--- config.mk ---
export PLATFORM = sky130hd
export DESIGN_NAME = mux32_1
export DESIGN_NICKNAME = d
export VERILOG_FILES = /design/src/rtl/cpu_pkg.sv /design/src/rtl/mux2_1.sv /design/src/rtl/mux32_1.sv
export SDC_FILE = /design/constraint.sdc
export NUM_CORES = 1
export LEC_CHECK = 0
export CORE_MARGIN = 2
export CORE_UTILIZATION = 25
export DETAILED_ROUTE_END_ITERATION = 8
export GPL_ROUTABILITY_DRIVEN = 0
export PLACE_DENSITY = 0.82
export SYNTH_ARGS = -nofsm -noshare
export SYNTH_HDL_FRONTEND = slang
export SYNTH_SLANG_ARGS = --single-unit
--- constraint.sdc ---
create_clock -name clk -period 2.1 [get_ports clk]
set_input_delay 0.42 -clock clk [delete_from_list [all_inputs] [get_ports clk]]
set_output_delay 0.42 -clock clk [all_outputs]
set_load 0.02 [all_outputs]
--- src/rtl/cpu_pkg.sv ---
// Shared CPU datapath constants. The register-file word multiplexor wrapper
// and its per-bit slices both size themselves from these values.
package cpu_pkg;

  localparam int unsigned NUM_INPUTS = 32;
  localparam int unsigned SEL_W      = 5;

endpackage : cpu_pkg

--- src/rtl/mux2_1.sv ---
// mux2_1: single-bit 2:1 select stage used as a node of the select tree.
// Ports:
//   a   - input selected when s = 0 (even / lower index)
//   b   - input selected when s = 1 (odd / upper index)
//   s   - select
//   out - combinational result
module mux2_1 (
  output logic out,
  input  logic a,
  input  logic b,
  input  logic s
);

  assign out = s ? b : a;

endmodule : mux2_1

--- src/rtl/mux32_1.sv ---
// mux32_1: registered 32-to-1 single-bit multiplexer, one bit slice of the
// register-file read-port word multiplexor (64 copies share one select).
// Ports:
//   clk     - clock, all state updates on the rising edge
//   reset_n - synchronous active-low reset, clears out
//   in      - 32 data bits, in[k] comes from source k
//   control - 5-bit select index, 0 picks in[0], 31 picks in[31]
//   out     - registered selected bit, one cycle latency
module mux32_1
  import cpu_pkg::*;
(
  input  logic                  clk,
  input  logic                  reset_n,
  input  logic [NUM_INPUTS-1:0] in,
  input  logic [SEL_W-1:0]      control,
  output logic                  out
);

  localparam int unsigned L0_N = NUM_INPUTS / 2;
  localparam int unsigned L1_N = L0_N / 2;
  localparam int unsigned L2_N = L1_N / 2;
  localparam int unsigned L3_N = L2_N / 2;

  logic [L0_N-1:0] lvl0;
  logic [L1_N-1:0] lvl1;
  logic [L2_N-1:0] lvl2;
  logic [L3_N-1:0] lvl3;
  logic            sel;
  logic            out_d;
  logic            out_q;

  // Level 0: pair adjacent inputs on control[0]
  for (genvar i = 0; i < L0_N; i++) begin : g_lvl0
    mux2_1 u_mux (.out(lvl0[i]), .a(in[2*i]), .b(in[2*i+1]), .s(control[0]));
  end

  // Level 1: control[1]
  for (genvar i = 0; i < L1_N; i++) begin : g_lvl1
    mux2_1 u_mux (.out(lvl1[i]), .a(lvl0[2*i]), .b(lvl0[2*i+1]), .s(control[1]));
  end

  // Level 2: control[2]
  for (genvar i = 0; i < L2_N; i++) begin : g_lvl2
    mux2_1 u_mux (.out(lvl2[i]), .a(lvl1[2*i]), .b(lvl1[2*i+1]), .s(control[2]));
  end

  // Level 3: control[3]
  for (genvar i = 0; i < L3_N; i++) begin : g_lvl3
    mux2_1 u_mux (.out(lvl3[i]), .a(lvl2[2*i]), .b(lvl2[2*i+1]), .s(control[3]));
  end

  // Level 4: root node on control[4]
  mux2_1 u_root (.out(sel), .a(lvl3[0]), .b(lvl3[1]), .s(control[4]));

  assign out_d = sel;

  // Output register; reset takes priority over the data path
  always_ff @(posedge clk) begin
    if (!reset_n) begin
      out_q <= 1'b0;
    end else begin
      out_q <= out_d;
    end
  end

  assign out = out_q;

endmodule : mux32_1

Word level (Yosys, flattened, before mapping)
Cells that the tools add are included.
Operators by class
  muxes and demuxes: 31
Operator list (number)
  $mux W1: 31
Storage, ports and cells
  bits in registers: 1
  bits of input ports: 39
  word-level logic and storage cells: 32

Depth between registers and ports, before layout
Gate-level depths: netlist (run 1).
  depth in word-level cells: 5
  depth in mapped cells: 5

Modules after synthesis
Synthesis (run 1) repeated with hierarchy kept, for this count alone.
Second synthesis, totals
  cell total of the unflattened synthesis: 33
  area, all modules: 491.7 sq um
Modules (own cells, without submodules)
  mux2_1: times used 31, cells an instance 1, area an instance 15.0 sq um, sequential area each 0.0 sq um
  mux32_1: times used 1, cells an instance 2, area an instance 26.3 sq um, sequential area each 20.0 sq um

Worst setup path after synthesis (run 1)
Ideal clock, no wire load.
  path kind: input-to-reg
  from: in control[1]
  to: reg out_q (netlist: out)
  data arrival time: 1579 ps
  required time: 1970 ps
  setup slack: 391 ps
  stages on the path: 5
  path through: buf_2 -> mux4_2 -> mux2_2 -> o21ai_0 -> a311oi_1
On the way
  word-level cells in the longest chain between the ends: 4
  elaborated cells between the ends (all ways): 15
RTL lines
  start: declaration: RTL line mux32_1.sv:15  | input logic [SEL_W-1:0] control,
  $mux W1 (3 in a row): RTL line mux2_1.sv:14  | assign out = s ? b : a;
  $mux W1 *: RTL line mux2_1.sv:14
  end signal: assignment: RTL line mux32_1.sv:62  | out_q <= out_d;
  end: declaration: RTL line mux32_1.sv:30  | logic out_q;
Every way passes the cells marked *; elsewhere a longest branch is shown, timed or not.
A chain may end at the register's enable or synchronous reset.

Worst setup path in the final report (run 1)
  from: in in[4]
  to: reg out_q (netlist: out)
On the way
  word-level cells in the longest chain between the ends: 5
RTL lines
  start: declaration: RTL line mux32_1.sv:14  | input logic [NUM_INPUTS-1:0] in,
  $mux W1 (5 in a row): RTL line mux2_1.sv:14
No other way between the ends.

==> results of run 1 <==
==> layer usage <==
| metal | up-vias | part of all wire | track usage |
|---|---|---|---|
| li1 | 190 | - | - |
| met1 | 177 | 0.37 | 0.180 |
| met2 | 25 | 0.52 | 0.262 |
| met3 | 0 | 0.10 | 0.00556 |
| met4 | 0 | 0 | 0 |
| met5 | - | 0 | 0 |
==> cells by family (layout without fill, tap and decap cells) <==
group | after synthesis | after routing
AOI/OAI and AO/OA | 5 | 5
buffers and inverters | 3 | 43
DFF | 1 | 1
muxes | 11 | 11
and+or+nand+nor | 4 | 4
==> synthesized netlist by cell type <==
cell / number / area (sq um)
mux4_2: 4 / 90.1
mux4_1: 3 / 78.8
mux2_2: 2 / 22.5
mux2i_1: 2 / 20.0
a2111oi_4: 1 / 27.5
a311oi_1: 1 / 8.76
a31oi_1: 1 / 6.26
and2_4: 1 / 8.76
buf_2: 1 / 5.00
buf_6: 1 / 11.3
dfxtp_1: 1 / 20.0
inv_1: 1 / 3.75
nand2_1: 1 / 3.75
nand2b_1: 1 / 6.26
nand3_1: 1 / 5.00
o211ai_1: 1 / 7.51
o21ai_0: 1 / 5.00
==> worst paths after layout <==
path,startpoint,endpoint,slack (ns)
setup / recovery,in[4],out,0.11
hold / removal,reset_n,out,1.01
==> repair_timing <==
item                                    4_1_cts  5_1_grt
cloned                                        0        0
endpoints found under the setup margin        1        1
gates resized for setup                       3        1
==> through the flow <==
| stage | utilization | setup WS [ns] |
|---|---|---|
| floorplan | - | 0.391 |
| CTS | 0.589 | 0.0814 |
| global route | 0.590 | 0.0123 |
| finish | 0.590 | 0.113 |
| global placement | 0.588 | -0.146 |
| detailed placement | 0.588 | -0.196 |
==> cell type report <==
cell class | count | area [sq um]
fillers | 113 | 520
inverters | 1 | 3.75
multi-input cells | 20 | 290
flip-flops and latches | 1 | 20.0
well taps | 15 | 18.8
repair buffers | 42 | 415
==> worst max-delay path, stage by stage <==
cell,delay (ns)
clkdlybuf4s50_1,0.40
mux4_2,0.45
and2_4,0.18
a2111oi_4,0.31
a311oi_1,0.09
==> where the power goes <==
part           total [mW]  switching, mW  internal [mW]  leakage (nW)
Combinational       0.136         0.0350          0.101         0.269
Sequential         0.0219       0.000467         0.0214       0.00835
Clock                   0              0              0             0
==> results.md, run 1 <==
* Sequential area share after synthesis at 0.0606
* Die Height at 40.4 microns
* DRC viols at 0
* Num ports at 40
* Final nets at 105
* Synth cell types at 17
* Postcts setup bufs at 0
* Largest family of logic cells by synthesized area: multiplexers
* Hold Worst Slack at 1.01 ns
* Post-Syn Area per Cell at 13.8 sq um
* Req. time, crit path at 1.96 ns
* Drt pass-1 iters at 4
* Complex-gate fraction of the synthesized area at 0.167
* Post-Synth Adder-Cell Area at 0
* Initial antenna violation count at 0
* Area grow syn2layout at 127%
* Final setup fails at 0
* P_leak at 0.278 nW
* Setup tns final at 0 ns
* Antenna Nets Post-Route at 0
* XOR/XNOR Fraction of Synth Area at 0
* Final cycle utilization of the critical path at 0.946
* Row count at 13
* Vias per std cell at 4.96
* Gr usage total at 0.138
* Clock transition at path regs at 0 ns
* CP startpoint kind: primary input
* Unrepaired setup endpoints after global routing: no
* Hold crit path type: primary input to flip-flop
* Total power at 0.158 mW
* Final WL at 1.05 mm
* Layout cell share with drive strength beyond 1 at 0.172
* Avg WL per Cell at 13.3 microns
* Final min period at 1.99 ns
* # port buffers at 39
* ANT cells at 0
* Syn Std Cell Area at 330 sq um
* Hold Crit Depth at 3
* Pwr Density at 211 mW/mm^2
* Starting Density at 0.260
* Synth Area in Simple Gates at 0.0720
* Syn Inst Count at 24
* Detailed placer's ending HPWL at 969 microns
* DIE WIDTH at 40.4 microns
* Hold-fix buffers, CTS at 0
* DR vias at 392
* Commonest non-fill, non-tap cell in the layout: clkdlybuf4s50_1
* Critical Path End Type: flip-flop
* Placed Instances at 79
* Max-slew headroom at 0.830
* #FFs+latches synth at 1
* Final max-slew violation count at 0
* Commonest non-fill, non-tap cells in the layout: clkdlybuf4s50_1 (37), mux4_2 (4), mux4_1 (3)
* Global-route wire length before repair at 1.55 mm
* Core Area at 0.00127 sq mm
* Arrival @ worst endpoint at 1.85 ns
* VDD IR max at 0.0882 mV
* Largest net degree at the start of global routing at 8
* Endpoints failing hold at 0
* Placed inst area at 746 sq um
* Mux contribution to synthesized area at 0.640
* Crit path kind: primary input to flip-flop
* Vias in the first global route at 358
* Die Footprint at 0.00163 sq mm
* Synthesized Nets at 63
* Max cap viols at 0
* Grt ovf at 0
* Non-Filler Instances at 79
* Fmax at 503 MHz
* Crit-path max FO at 1
* Slew of the pin with the lowest slew margin at 0.255 ns
* DRT iter0 DRCs at 9
* Yosys warns at 0
* Fin area at 748 sq um
* Status: finished clean
* Largest register FFs at 1
(Power assumes the default switching activity.)
==> run 2: changes to the inputs <==
- PLACE_DENSITY: 0.82 -> 0.81
==> run 2 against run 1 <==
  * Core utilization increased by 0.20 points
  * Final cell count increased by 1.3%
  * Routed wire length decreased by 5.8%
  * First-iteration DRC count decreased by 100%
  * Setup slack got worse by 0.013 ns
  * Global-route usage decreased by 0.80 points
  * Via count decreased by 1.8%
  * Critical endpoint unchanged
  * Highest routed layer unchanged
==> results.md, run 2 (synthesis results as in run 1) <==
* Detailed placer's ending HPWL at 922 microns
* Initial antenna violation count at 0
* Slew of the pin with the lowest slew margin at 0.240 ns
* P_int at 0.123 mW
* Commonest non-fill, non-tap cells in the layout: clkdlybuf4s50_1 (37), mux4_2 (4), buf_4 (4)
* Reg area at 20.0 sq um
* Global-route wire length before repair at 1.51 mm
* Sw Share at 0.225
* Layout Utilization at 0.592
* Critical Path End Type: flip-flop
* Num ports at 40
* Combinational share of power at 0.862
* Final setup fails at 0
* Final nets at 106
* Fillers at 117
* Vias per std cell at 4.81
* Arrival @ worst endpoint at 1.86 ns
* Drt pass-1 iters at 1
* Flop pwr share at 0.138
* DRT iter0 DRCs at 0
* P_leak at 0.282 nW
* DIE WIDTH at 40.4 microns
* Final max-slew violation count at 0
* Crit-path max FO at 1
* Critical-path cell list: clkdlybuf4s50_1, mux4_2, and2_4, a2111oi_4, a311oi_1
* Hold crit path type: primary input to flip-flop
* Final WL at 992 microns
* Avg WL per Cell at 12.4 microns
* ANT cells at 0
* Hold-fix buffers, CTS at 0
* Layout cell share with drive strength beyond 1 at 0.185
* Core Area at 0.00127 sq mm
* Commonest non-fill, non-tap cell in the layout: clkdlybuf4s50_1
* WP buf/inv at 1
* Switch Pwr at 0.0356 mW
* Unrepaired setup endpoints after global routing: no
* CP startpoint kind: primary input
* CP top delay family: multiplexers
* # port buffers at 39
* Req. time, crit path at 1.96 ns
* Die Footprint at 0.00163 sq mm
* Clock transition at path regs at 0 ns
* Gr usage total at 0.130
* Non-Filler Instances at 80
* DR vias at 385
* Antenna Nets Post-Route at 0
* Pwr Density at 211 mW/mm^2
* Crit path kind: primary input to flip-flop
* Largest register FFs at 1
* Vias in the first global route at 392
* Final cycle utilization of the critical path at 0.953
* Largest net degree at the start of global routing at 7
* Final min period at 2.00 ns
* Row count at 13
* Max cap viols at 0
* DRC viols at 0
* Max-slew headroom at 0.839
* Die Height at 40.4 microns
* Status: finished clean
* Fmax at 500 MHz
* CP max-delay cell: mux4_2
* Area grow syn2layout at 127%
* Clock share of power at 0
* Placed Instances at 80
* VDD IR max at 0.110 mV
* Multi-input gate area at 290 sq um
* Grt ovf at 0
* Endpoints failing hold at 0
* Starting Density at 0.260
* CP max stage delay at 0.45 ns
## run 2: changes by cell type in the layout (fill, tap and decap cells not counted)
| cell | previous run | this run |
|---|---|---|
| buf_6 | 1 | 0 |
| buf_4 | 2 | 4 |
| dlygate4sd2_1 | 1 | 2 |
| clkdlybuf4s15_1 | 1 | 0 |
## run 2: power by group through the flow
stage	Clock, mW	Combinational [mW]	Sequential [mW]
floorplan	0	0.0507	0.0244
detailed placement	0	0.139	0.0217
global route	0	0.147	0.0220
finish	0	0.136	0.0217
global placement	0	0.136	0.0218
CTS	0	0.138	0.0217
## run 2: cell type report
type                       count  share of cell area
timing repair buffer          43               0.557
multi-input combinational     20               0.387
sequential                     1              0.0267
tap                           15              0.0250
inverter                       1             0.00500
## run 2: per-stage QoR
stage	setup TNS, ns	power (mW)	hold WS (ns)	worst slack [ns]	area (sq um)
after CTS	0	0.160	1.05	0.0764	751
after global routing	0	0.169	1.08	0.00873	751
after global placement	-0.142	0.158	1.00	-0.142	753
final	0	0.158	1.03	0.0997	751
after detailed placement	-0.193	0.161	1.04	-0.193	753
after floorplan	0	0.0752	0.527	0.391	330
## run 2: final timing paths
kind                  depth (start not counted)  startpoint  endpoint  slack [ns]
worst min-delay path                          3     reset_n       out        1.03
worst max-delay path                          5       in[4]       out         0.1
## run 2: tightest hold or removal path, delay by kind of cell
kind | cells | cell delay [ns]
buf+inv | 1 | 0.41
compound gates | 2 | 0.15
## run 2: what timing repair did
item / 4_1_cts / 5_1_grt
setup buffers: 0 / 0
endpoints found under the setup margin: 1 / 0
gates resized for setup: 2 / 0
## run 2: metal layers
metal | wire length [microns] | vias up | GRT usage
li1 | - | 192 | -
met3 | 107 | 0 | 0.0111
met2 | 516 | 24 | 0.250
met4 | 0 | 0 | 0
met1 | 367 | 169 | 0.163
met5 | 0 | - | 0
